[src/rtl/keypad_div_ctrl.sv]
// Keypad entry and launch sequencer for the 16-bit divider datapath.
// Scans a 4x4 keypad plus an '=' button, builds decimal dividend/divisor
// operands, launches the divider and holds its result for display.
//
//   state   | meaning
//   --------+-----------------------------------------------------------
//   ENTER_A | digits accumulate into dividend
//   ENTER_B | digits accumulate into divisor, '=' launches or flags /0
//   RUN     | divider busy, waiting for div_done
//   SHOW    | quotient/remainder held for display
module keypad_div_ctrl #(
    parameter int W        = 16,
    parameter int DEBOUNCE = 2
) (
    input  logic         clk,
    input  logic         rst,
    input  logic [3:0]   rowk,
    input  logic [3:0]   columnk,
    input  logic         equal,
    input  logic         div_done,
    input  logic [W-1:0] div_quotient,
    input  logic [W-1:0] div_remainder,
    output logic [W-1:0] dividend,
    output logic [W-1:0] divisor,
    output logic         div_start,
    output logic         div_abort,
    output logic [W-1:0] quotient,
    output logic [W-1:0] remainder,
    output logic         busy,
    output logic         div_err,
    output logic [1:0]   state
);

    typedef enum logic [1:0] {
        ENTER_A = 2'd0,
        ENTER_B = 2'd1,
        RUN     = 2'd2,
        SHOW    = 2'd3
    } state_t;

    localparam int            CW    = $clog2(DEBOUNCE + 1);
    localparam logic [CW-1:0] DB    = CW'(DEBOUNCE);
    localparam logic [1:0]    K_REL = 2'd0;
    localparam logic [1:0]    K_KEY = 2'd1;
    localparam logic [1:0]    K_BAD = 2'd2;
    localparam logic [W+3:0]  LIMIT = {4'b0, {W{1'b1}}};

    // bit index of a one-hot nibble (only meaningful when one-hot)
    function automatic logic [1:0] enc4(input logic [3:0] v);
        case (v)
            4'b0001: enc4 = 2'd0;
            4'b0010: enc4 = 2'd1;
            4'b0100: enc4 = 2'd2;
            default: enc4 = 2'd3;
        endcase
    endfunction

    logic [3:0]    row_s1, row_s2, col_s1, col_s2;
    logic          eq_s1, eq_s2;

    logic [1:0]    k_kind, k_r, k_c;
    logic [5:0]    k_samp, k_last;
    logic [CW-1:0] k_cnt, k_cnt_n, e_cnt, e_cnt_n;
    logic          k_armed, k_fire, k_rearm;
    logic          e_last, e_armed, e_fire, e_rearm;
    logic          is_digit, is_div, is_clr;
    logic [3:0]    digit;

    logic          ev_digit, ev_div, ev_clr, ev_eq;
    logic [3:0]    ev_val;

    state_t        state_q, state_n;
    logic [W-1:0]  dividend_n, divisor_n, quotient_n, remainder_n;
    logic          err_n;
    logic [W+3:0]  acc_a, acc_b;

    // two-flop synchronizers for the asynchronous keypad and button
    always_ff @(posedge clk or negedge rst) begin
        if (!rst) begin
            row_s1 <= '0;
            row_s2 <= '0;
            col_s1 <= '0;
            col_s2 <= '0;
            eq_s1  <= 1'b0;
            eq_s2  <= 1'b0;
        end else begin
            row_s1 <= rowk;
            row_s2 <= row_s1;
            col_s1 <= columnk;
            col_s2 <= col_s1;
            eq_s1  <= equal;
            eq_s2  <= eq_s1;
        end
    end

    // classify the synced sample and count how long it has been stable;
    // a malformed pattern neither fires nor counts as a release
    always_comb begin
        k_r = enc4(row_s2);
        k_c = enc4(col_s2);
        if (row_s2 == 4'b0 && col_s2 == 4'b0) begin
            k_kind = K_REL;
        end else if ($onehot(row_s2) && $onehot(col_s2)) begin
            k_kind = K_KEY;
        end else begin
            k_kind = K_BAD;
        end
        k_samp  = (k_kind == K_KEY) ? {k_kind, k_r, k_c} : {k_kind, 4'b0};
        k_cnt_n = (k_samp == k_last) ? ((k_cnt == DB) ? k_cnt : k_cnt + CW'(1)) : CW'(1);
        k_fire  = k_armed && (k_kind == K_KEY) && (k_cnt_n == DB);
        k_rearm = (k_kind == K_REL) && (k_cnt_n == DB);

        // a coincident key event wins; '=' stays armed and fires a cycle later
        e_cnt_n = (eq_s2 == e_last) ? ((e_cnt == DB) ? e_cnt : e_cnt + CW'(1)) : CW'(1);
        e_fire  = e_armed && eq_s2 && (e_cnt_n == DB) && !k_fire;
        e_rearm = !eq_s2 && (e_cnt_n == DB);

        is_digit = (k_r != 2'd3 && k_c != 2'd3) || (k_r == 2'd3 && k_c == 2'd1);
        is_div   = (k_r == 2'd3) && (k_c == 2'd0);
        is_clr   = (k_r == 2'd3) && (k_c == 2'd2);
        digit    = (k_r == 2'd3) ? 4'd0 : ({2'b0, k_r} * 4'd3 + {2'b0, k_c} + 4'd1);
    end

    // debouncer state and registered one-cycle key/'=' events
    always_ff @(posedge clk or negedge rst) begin
        if (!rst) begin
            k_last   <= {K_REL, 4'b0};
            k_cnt    <= '0;
            k_armed  <= 1'b1;
            e_last   <= 1'b0;
            e_cnt    <= '0;
            e_armed  <= 1'b1;
            ev_digit <= 1'b0;
            ev_val   <= '0;
            ev_div   <= 1'b0;
            ev_clr   <= 1'b0;
            ev_eq    <= 1'b0;
        end else begin
            k_last <= k_samp;
            k_cnt  <= k_cnt_n;
            if (k_fire) begin
                k_armed <= 1'b0;
            end else if (k_rearm) begin
                k_armed <= 1'b1;
            end
            e_last <= eq_s2;
            e_cnt  <= e_cnt_n;
            if (e_fire) begin
                e_armed <= 1'b0;
            end else if (e_rearm) begin
                e_armed <= 1'b1;
            end
            ev_digit <= k_fire && is_digit;
            ev_val   <= digit;
            ev_div   <= k_fire && is_div;
            ev_clr   <= k_fire && is_clr;
            ev_eq    <= e_fire;
        end
    end

    // next-state, operand/result updates and launch/abort strobes
    always_comb begin
        state_n     = state_q;
        dividend_n  = dividend;
        divisor_n   = divisor;
        quotient_n  = quotient;
        remainder_n = remainder;
        err_n       = div_err;
        div_start   = 1'b0;
        div_abort   = 1'b0;

        // an overflowing digit is dropped rather than wrapping the field
        acc_a = {4'b0, dividend} * (W+4)'(10) + {{W{1'b0}}, ev_val};
        acc_b = {4'b0, divisor}  * (W+4)'(10) + {{W{1'b0}}, ev_val};

        if (ev_clr) begin
            state_n     = ENTER_A;
            dividend_n  = '0;
            divisor_n   = '0;
            quotient_n  = '0;
            remainder_n = '0;
            err_n       = 1'b0;
            div_abort   = (state_q == RUN);
        end else begin
            case (state_q)
                ENTER_A: begin
                    if (ev_digit) begin
                        if (acc_a <= LIMIT) dividend_n = acc_a[W-1:0];
                    end else if (ev_div) begin
                        state_n   = ENTER_B;
                        divisor_n = '0;
                    end
                end
                ENTER_B: begin
                    if (ev_digit) begin
                        if (acc_b <= LIMIT) divisor_n = acc_b[W-1:0];
                    end else if (ev_eq) begin
                        if (divisor == '0) begin
                            state_n     = SHOW;
                            err_n       = 1'b1;
                            quotient_n  = '1;
                            remainder_n = dividend;
                        end else begin
                            state_n   = RUN;
                            div_start = 1'b1;
                        end
                    end
                end
                RUN: begin
                    if (div_done) begin
                        state_n     = SHOW;
                        quotient_n  = div_quotient;
                        remainder_n = div_remainder;
                    end
                end
                SHOW: begin
                    if (ev_digit) begin
                        state_n    = ENTER_A;
                        dividend_n = W'(ev_val);
                        divisor_n  = '0;
                        err_n      = 1'b0;
                    end else if (ev_div) begin
                        state_n   = ENTER_B;
                        divisor_n = '0;
                        err_n     = 1'b0;
                    end
                end
                default: state_n = ENTER_A;
            endcase
        end
    end

    // controller state and architectural registers
    always_ff @(posedge clk or negedge rst) begin
        if (!rst) begin
            state_q   <= ENTER_A;
            dividend  <= '0;
            divisor   <= '0;
            quotient  <= '0;
            remainder <= '0;
            div_err   <= 1'b0;
        end else begin
            state_q   <= state_n;
            dividend  <= dividend_n;
            divisor   <= divisor_n;
            quotient  <= quotient_n;
            remainder <= remainder_n;
            div_err   <= err_n;
        end
    end

    assign busy  = (state_q == RUN);
    assign state = state_q;

endmodule

[config.mk]
export PLATFORM = sky130hd
export DESIGN_NAME = keypad_div_ctrl
export DESIGN_NICKNAME = d
export VERILOG_FILES = /design/src/rtl/keypad_div_ctrl.sv
export SDC_FILE = /design/constraint.sdc
export NUM_CORES = 1
export LEC_CHECK = 0
export ABC_AREA = 1
export CORE_UTILIZATION = 50
export CTS_CLUSTER_DIAMETER = 100
export DETAILED_ROUTE_END_ITERATION = 6
export PLACE_DENSITY = 0.77
export SYNTH_ARGS = -nofsm -noshare
export SYNTH_HDL_FRONTEND = slang
export SYNTH_SLANG_ARGS = --single-unit
[constraint.sdc]
create_clock -name clk -period 3.2 [get_ports clk]
set_clock_uncertainty 0.05 [all_clocks]
set_input_delay 0.32 -clock clk [delete_from_list [all_inputs] [get_ports clk]]
set_output_delay 0.32 -clock clk [all_outputs]
set_load 0.01 [all_outputs]
==> results of run 1 <==
-- how the worst max path moves through the flow --
stage / slack (ns) / cells past startpoint / to / start
floorplan: 0.02 / 21 / dividend[1] / dividend[3]
global placement: -0.02 / 20 / dividend[15] / dividend[3]
detailed placement: -0.09 / 20 / dividend[11] / dividend[3]
CTS: -0.002 / 17 / ev_div / row_s2[0]
global route: -0.26 / 20 / dividend[7] / dividend[2]
finish: -0.08 / 20 / dividend[7] / dividend[2]
-- layer usage --
layer / GRT usage [%] / vias up / share of wire (%)
met5: 0 / - / 0
met4: 6.95 / 0 / 2.2
met3: 5.36 / 47 / 6.8
met2: 43.9 / 300 / 48
met1: 35.1 / 3684 / 43
li1: - / 3812 / -
-- cells by family after synthesis --
family / Yosys count / synth area share [%]
AO/OA/AOI/OAI: 146 / 10.7
XOR/XNOR: 27 / 3.15
adder cells (fa/ha/maj): 86 / 14.6
buffers and inverters: 145 / 7.32
flip-flops: 106 / 34.2
AND/OR/NAND/NOR: 538 / 30.0
-- repair_timing --
item | in CTS | in global routing
setup buffers | 10 | 14
resized for setup | 26 | 122
pin swaps | 15 | 55
gates cloned | 2 | 2
endpoints found under the setup margin | 38 | 38
-- state kept, by name (all words and copies together) (netlist names) --
signal and cells:
dividend 16, divisor 16, quotient 16, remainder 16
k_last 6, col_s1 4, col_s2 4, ev_val 4
row_s1 4, row_s2 4, e_cnt 2, k_cnt 2
state 2, div_err 1, e_armed 1, e_last 1
eq_s1 1, eq_s2 1, ev_clr 1, ev_digit 1
ev_div 1, ev_eq 1, k_armed 1
-- placed cells by master (no fill, tap or decap), types with 7 or more instances in the layout --
master and n:
nor2_1 74, buf_6 7, a31oi_1 20, xor2_1 10
ha_1 64, nor2_4 9, dfrtp_1 96, nand2_2 34
dfrtp_2 8, clkbuf_16 10, nand3_1 74, o21ai_0 61
clkdlybuf4s50_1 112, a21oi_1 34, ha_4 13, inv_2 8
inv_1 109, nand4_1 21, nand2_1 257, buf_4 65
xnor2_1 12, nand3_2 29, nor2_2 12
-- through the flow --
| stage | TNS [ns] | cell area, µm² | hold WS [ns] |
|---|---|---|---|
| finish | -0.820 | 10600 | 0.0666 |
| CTS | -0.00160 | 9910 | 0.111 |
| floorplan | 0 | 7780 | -0.0256 |
| detailed placement | -1.08 | 9400 | 0.287 |
| global route | -5.37 | 10600 | 0.157 |
| global placement | -0.0599 | 9400 | 0.283 |
-- final cells by class --
cell class | count | share of cell area, %
flip-flops and latches | 106 | 25.2
clock inverters | 7 | 0.722
well taps | 188 | 2.23
repair buffers | 187 | 16.5
clock buffers | 9 | 2.13
multi-input cells | 799 | 48.9
inverters | 119 | 4.25
-- power breakdown --
group / leakage (nW) / internal (mW) / switching, mW
clock: 0.149 / 0.558 / 0.559
sequential: 1.29 / 1.82 / 0.406
combinational: 3.77 / 2.95 / 3.75
total: 5.21 / 5.33 / 4.72
-- critical path, delay by kind of cell, from the launching register on --
family                     cells  cell delay, ns
buffers and inverters          3            0.30
AOI/OAI and AO/OA              1            0.17
and+or+nand+nor               13            1.26
adders and majority gates      3            0.98
DFF                            1            0.45
==> results.yml, run 1 <==
placed_design:
  gp_congestion: 0.881
  dp_hpwl_um: 15300
  port_buffers: 113
  place_ws_ns: -0.0947
  dp.cells: 1371
clocking:
  clock_path_buffers: 2
  clk_root_buffer_cell: "clkbuf_16"
  htreeDepth: 3
  cts_made_buffers: 9
  clk_latency_ns: 0.36
  cts-hold-fix-buffers: 0
  clkTransAtPathRegs_ns: 0.07
  cts_tree: "built"
  clkSinkCount: 106
setup_path:
  end_kind: "register"
  rrSetupSlack_ns: -0.08
  r2r_end: "dividend[7]"
  reg2reg_depth: 20
  worst-path-max-fanout: 5
  slowest_stage: "fa_2"
  crit_required_ns: 3.44
  path_cells: "ha_1 > ha_4 > fa_2 > nand2_2 > inv_1 > nand2_1 > a21oi_2 > nand3_2 > nor2_4 > nand3_4 > inv_4 > nand3_2 > nand2_2 > nand3_2 > nor2_2 > nand2_2 > nand2_8 > buf_6 > nand3_2 > nand2_1"
  start_kind: "register"
  path_class: "reg -> reg"
  worstPathArrival_ns: 3.52
  reg2reg_from: "dividend[2]"
  cpPeakStageDelay_ns: 0.56
  cp_common_cell: "nand3_2"
floorplanning:
  dieHeight_um: 127
  core_um2: 15100
  num_rows: 45
  start_util_pct: 51.2
  fp.dieArea_um2: 16000
  die_w_um: 127
  ios: 114
synth:
  ys_top_cells_by_area: "dfrtp_1 34%, nand2_1 14%, ha_1 13%"
  ys.flop_type: "dfrtp_1"
  synth_top_cell_area_share_pct: 33.6
  syn_avg_cell_area_um2: 7.40
  yosys_warnings: 0
  syn_area_um2: 7750
  synthTopCellsByCount: "289 x nand2_1, 115 x inv_1, 104 x dfrtp_1, 101 x nand3_1, 87 x nor2_1"
  syn_nets: 1178
  synth_seq_cells: 106
  synth-edff-count: 0
  async_reset_ff_share_pct: 100
  netlist.top_cell.by_area: "dfrtp_1"
  synthCells: 1048
  ys_seq_area_share_pct: 34.2
  synth_cell_types: 49
  yosysMostFrequentCell: "nand2_1"
sta:
  worstMarginPinSlew_ns: 1.49
  finalCriticalPeriod_ns: 3.28
  finalCritPeriodShare_pct: 103
  setup_viol: 16
  fin_ws_ns: -0.0816
  slew_viol_final: 0
  hold_viol: 0
  fmax_mhz: 305
  rsz0062_at_grt: "yes"
  maxSlewHeadroom_pct: 0.533
finish:
  multi_input_area_um2: 5170
  drive_above_1_share_pct: 19.6
  num_antenna_cells: 0
  seq_area_um2: 2670
  fill_cells: 1168
  area_growth_pct: 36.3
  final_util_pct: 69.8
  final_nets: 1352
  final_cells: 1415
global_route:
  grt_pass1_wl_um: 33900
  grt_pass1_vias: 7124
  overflow: 0
  grt_max_degree: 79
  grt_util_all_layers_pct: 26.4
  antenna_found_initial: 0
pwr:
  max-vdd-ir-drop_mv: 0.616
  p_total_mw: 10.0
  power_density_nw_per_um2: 950
  cellLeakagePower_nw: 5.21
route:
  vias_per_cell: 5.54
  dr.pass1.iters: 5
  drtAntennaViolNets: 0
  vias: 7843
  drt_iter0_drc: 540
  wirelength_um: 21900
  drc_errors: 0
  detail_route.wl_per_cell_um: 15.4
min_path:
  hold_path.class: "in -> async"
status:
  status: "finished with violations"
  violations: "capacitance limit, setup timing"
flow_run:
  drv_cap: 1
Power figures use the tool's default switching activity.
==> run 2: changes to the inputs <==
Settings changed: MAX_ROUTING_LAYER set to met4, SLEW_MARGIN set to 0.
==> run 2 against run 1 <==
Against the previous run:
- first-iteration DRC count down 10%
- highest routed layer unchanged
- wire length down 5.1%
- critical endpoint is now dividend[13]
- critical path type unchanged
- final cell count down 0.28%
- via count down 1.9%
- the flow finishes with violations (setup timing)
- die area unchanged
==> results.yml, run 2 (synthesized netlist as in run 1, its figures left out) <==
setup_path:
  worstPathArrival_ns: 3.51
  path_class: "reg -> reg"
  crit_required_ns: 3.44
  worst-path-max-fanout: 8
  end_kind: "register"
  start_kind: "register"
placed_design:
  gp_congestion: 0.889
  placed_cell_area_um2: 9380
  dp_hpwl_um: 15100
  place_ws_ns: -0.135
  dp.cells: 1368
  port_buffers: 113
route:
  drc_errors: 0
  vias: 7697
  drt_iter0_drc: 486
  drtAntennaViolNets: 0
  vias_per_cell: 5.45
  detail_route.wl_per_cell_um: 14.7
  dr.pass1.iters: 5
  wirelength_um: 20700
finish:
  final_util_pct: 68.0
  final_cells: 1411
  num_antenna_cells: 0
  layout_commonest_cell: "nand2_1"
  area_growth_pct: 32.9
  final_nets: 1348
  fin_area_um2: 10300
  multi_input_area_um2: 4960
  final_cell_mix: "271 x nand2_1, 112 x clkdlybuf4s50_1, 110 x inv_1"
  fill_cells: 1218
  seq_area_um2: 2660
  drive_above_1_share_pct: 15.9
sta:
  fin_ws_ns: -0.0741
  holdWs_ns: 0.0979
  hold_viol: 0
  setup_viol: 9
  fmax_mhz: 305
  finalCriticalPeriod_ns: 3.27
  rsz0062_at_grt: "yes"
  setup_tns_ns: -0.230
  worstMarginPinSlew_ns: 1.05
  finalCritPeriodShare_pct: 102
  maxSlewHeadroom_pct: 30.1
  slew_viol_final: 0
global_route:
  grt_pass1_wl_um: 33000
  grt_max_degree: 84
  grt_util_all_layers_pct: 26.6
  grt_pass1_vias: 6997
  antenna_found_initial: 0
  overflow: 0
min_path:
  hold_path.class: "in -> async"
clocking:
  clock_path_buffers: 2
  clk_root_buffer_cell: "clkbuf_16"
  cts_made_buffers: 9
  clkSinkCount: 106
  cts-hold-fix-buffers: 0
  cts_tree: "built"
  clkTransAtPathRegs_ns: 0.07
  htreeDepth: 3
  clk_latency_ns: 0.36
floorplanning:
  die_w_um: 127
  ios: 114
  core_um2: 15100
  fp.dieArea_um2: 16000
  start_util_pct: 51.2
  dieHeight_um: 127
  num_rows: 45
status:
  violations: "setup timing"
  status: "finished with violations"
pwr:
  p_comb_share_pct: 65.9
  cellLeakagePower_nw: 5.13
  internal_power_mw: 5.21
  power_switching_mw: 4.49
  power_density_nw_per_um2: 941
  p_sw_share_pct: 46.3
  pwr-share-seq_pct: 22.9
  clock_power_share_pct: 11.2
  max-vdd-ir-drop_mv: 0.606
  p_total_mw: 9.70
flow_run:
  drv_cap: 0
## run 2: cell types whose count changed in the layout (fill, tap and decap cells not counted), moves of 4 or more
cell     previous run  this run
ha_2                2         6
nand3_1            74        94
nand2_1           257       271
nand3_2            29         9
nand2_2            34        21
buf_6               7         1
## run 2: power groups by stage
stage / Combinational, mW / Sequential [mW] / Clock (mW)
6_report: 6.39 / 2.22 / 1.09
5_1_grt: 7.08 / 2.27 / 1.16
4_1_cts: 5.81 / 2.19 / 1.11
3_5_place_dp: 5.65 / 2.22 / 0
3_3_place_gp: 5.54 / 2.20 / 0
2_1_floorplan: 3.45 / 2.36 / 0
## run 2: final cells by class
class / count / share of cell area [%]
Multi-Input combinational cell: 799 / 48.2
Sequential cell: 106 / 25.8
Timing Repair Buffer: 183 / 16.5
Inverter: 119 / 4.36
Tap cell: 188 / 2.28
Clock buffer: 9 / 2.19
Clock inverter: 7 / 0.668
## run 2: worst paths after layout
check / start / end / slack (ns) / cells past startpoint
max reg2reg: dividend[3] / dividend[13] / -0.07 / 20
min reg2reg: eq_s1 / eq_s2 / 0.30 / 0
min: rst / e_last / 0.1 / 1
max: dividend[3] / dividend[13] / -0.07 / 20
min in group clk: eq_s1 / eq_s2 / 0.30 / 0
max in group asynchronous: rst / dividend[13] / 2.18 / 2
## run 2: timing repair
| action | CTS | global route |
|---|---|---|
| setup endpoints to repair | 38 | 38 |
| gates cloned | 0 | 3 |
| buffers inserted | 7 | 17 |
| resized for setup | 15 | 81 |
| pin swaps | 9 | 34 |
## run 2: metal layers
metal	share of wire (%)	vias to the layer above	GRT usage [%]
met1	44	3570	34.8
met3	6.1	33	4.26
met5	0	-	-
met2	48	276	42.8
met4	1.8	0	7.23
li1	-	3818	-
## run 2: critical path: stages (launching register included)
cell and delay [ns]:
dfrtp_2 0.43, ha_4 0.25, ha_4 0.16, fa_1 0.53, nand2_1 0.08, nor2_1 0.08, nand2_1 0.08, a21oi_2 0.17
nand3_2 0.13, nor2_4 0.15, nand3_4 0.11, nor2_4 0.13, nand3_2 0.07, nand2_1 0.07, nand2_1 0.05, nor2_2 0.11
nand2_2 0.07, nand2_4 0.12, clkbuf_16 0.17, nand3_1 0.07, nand2_1 0.14
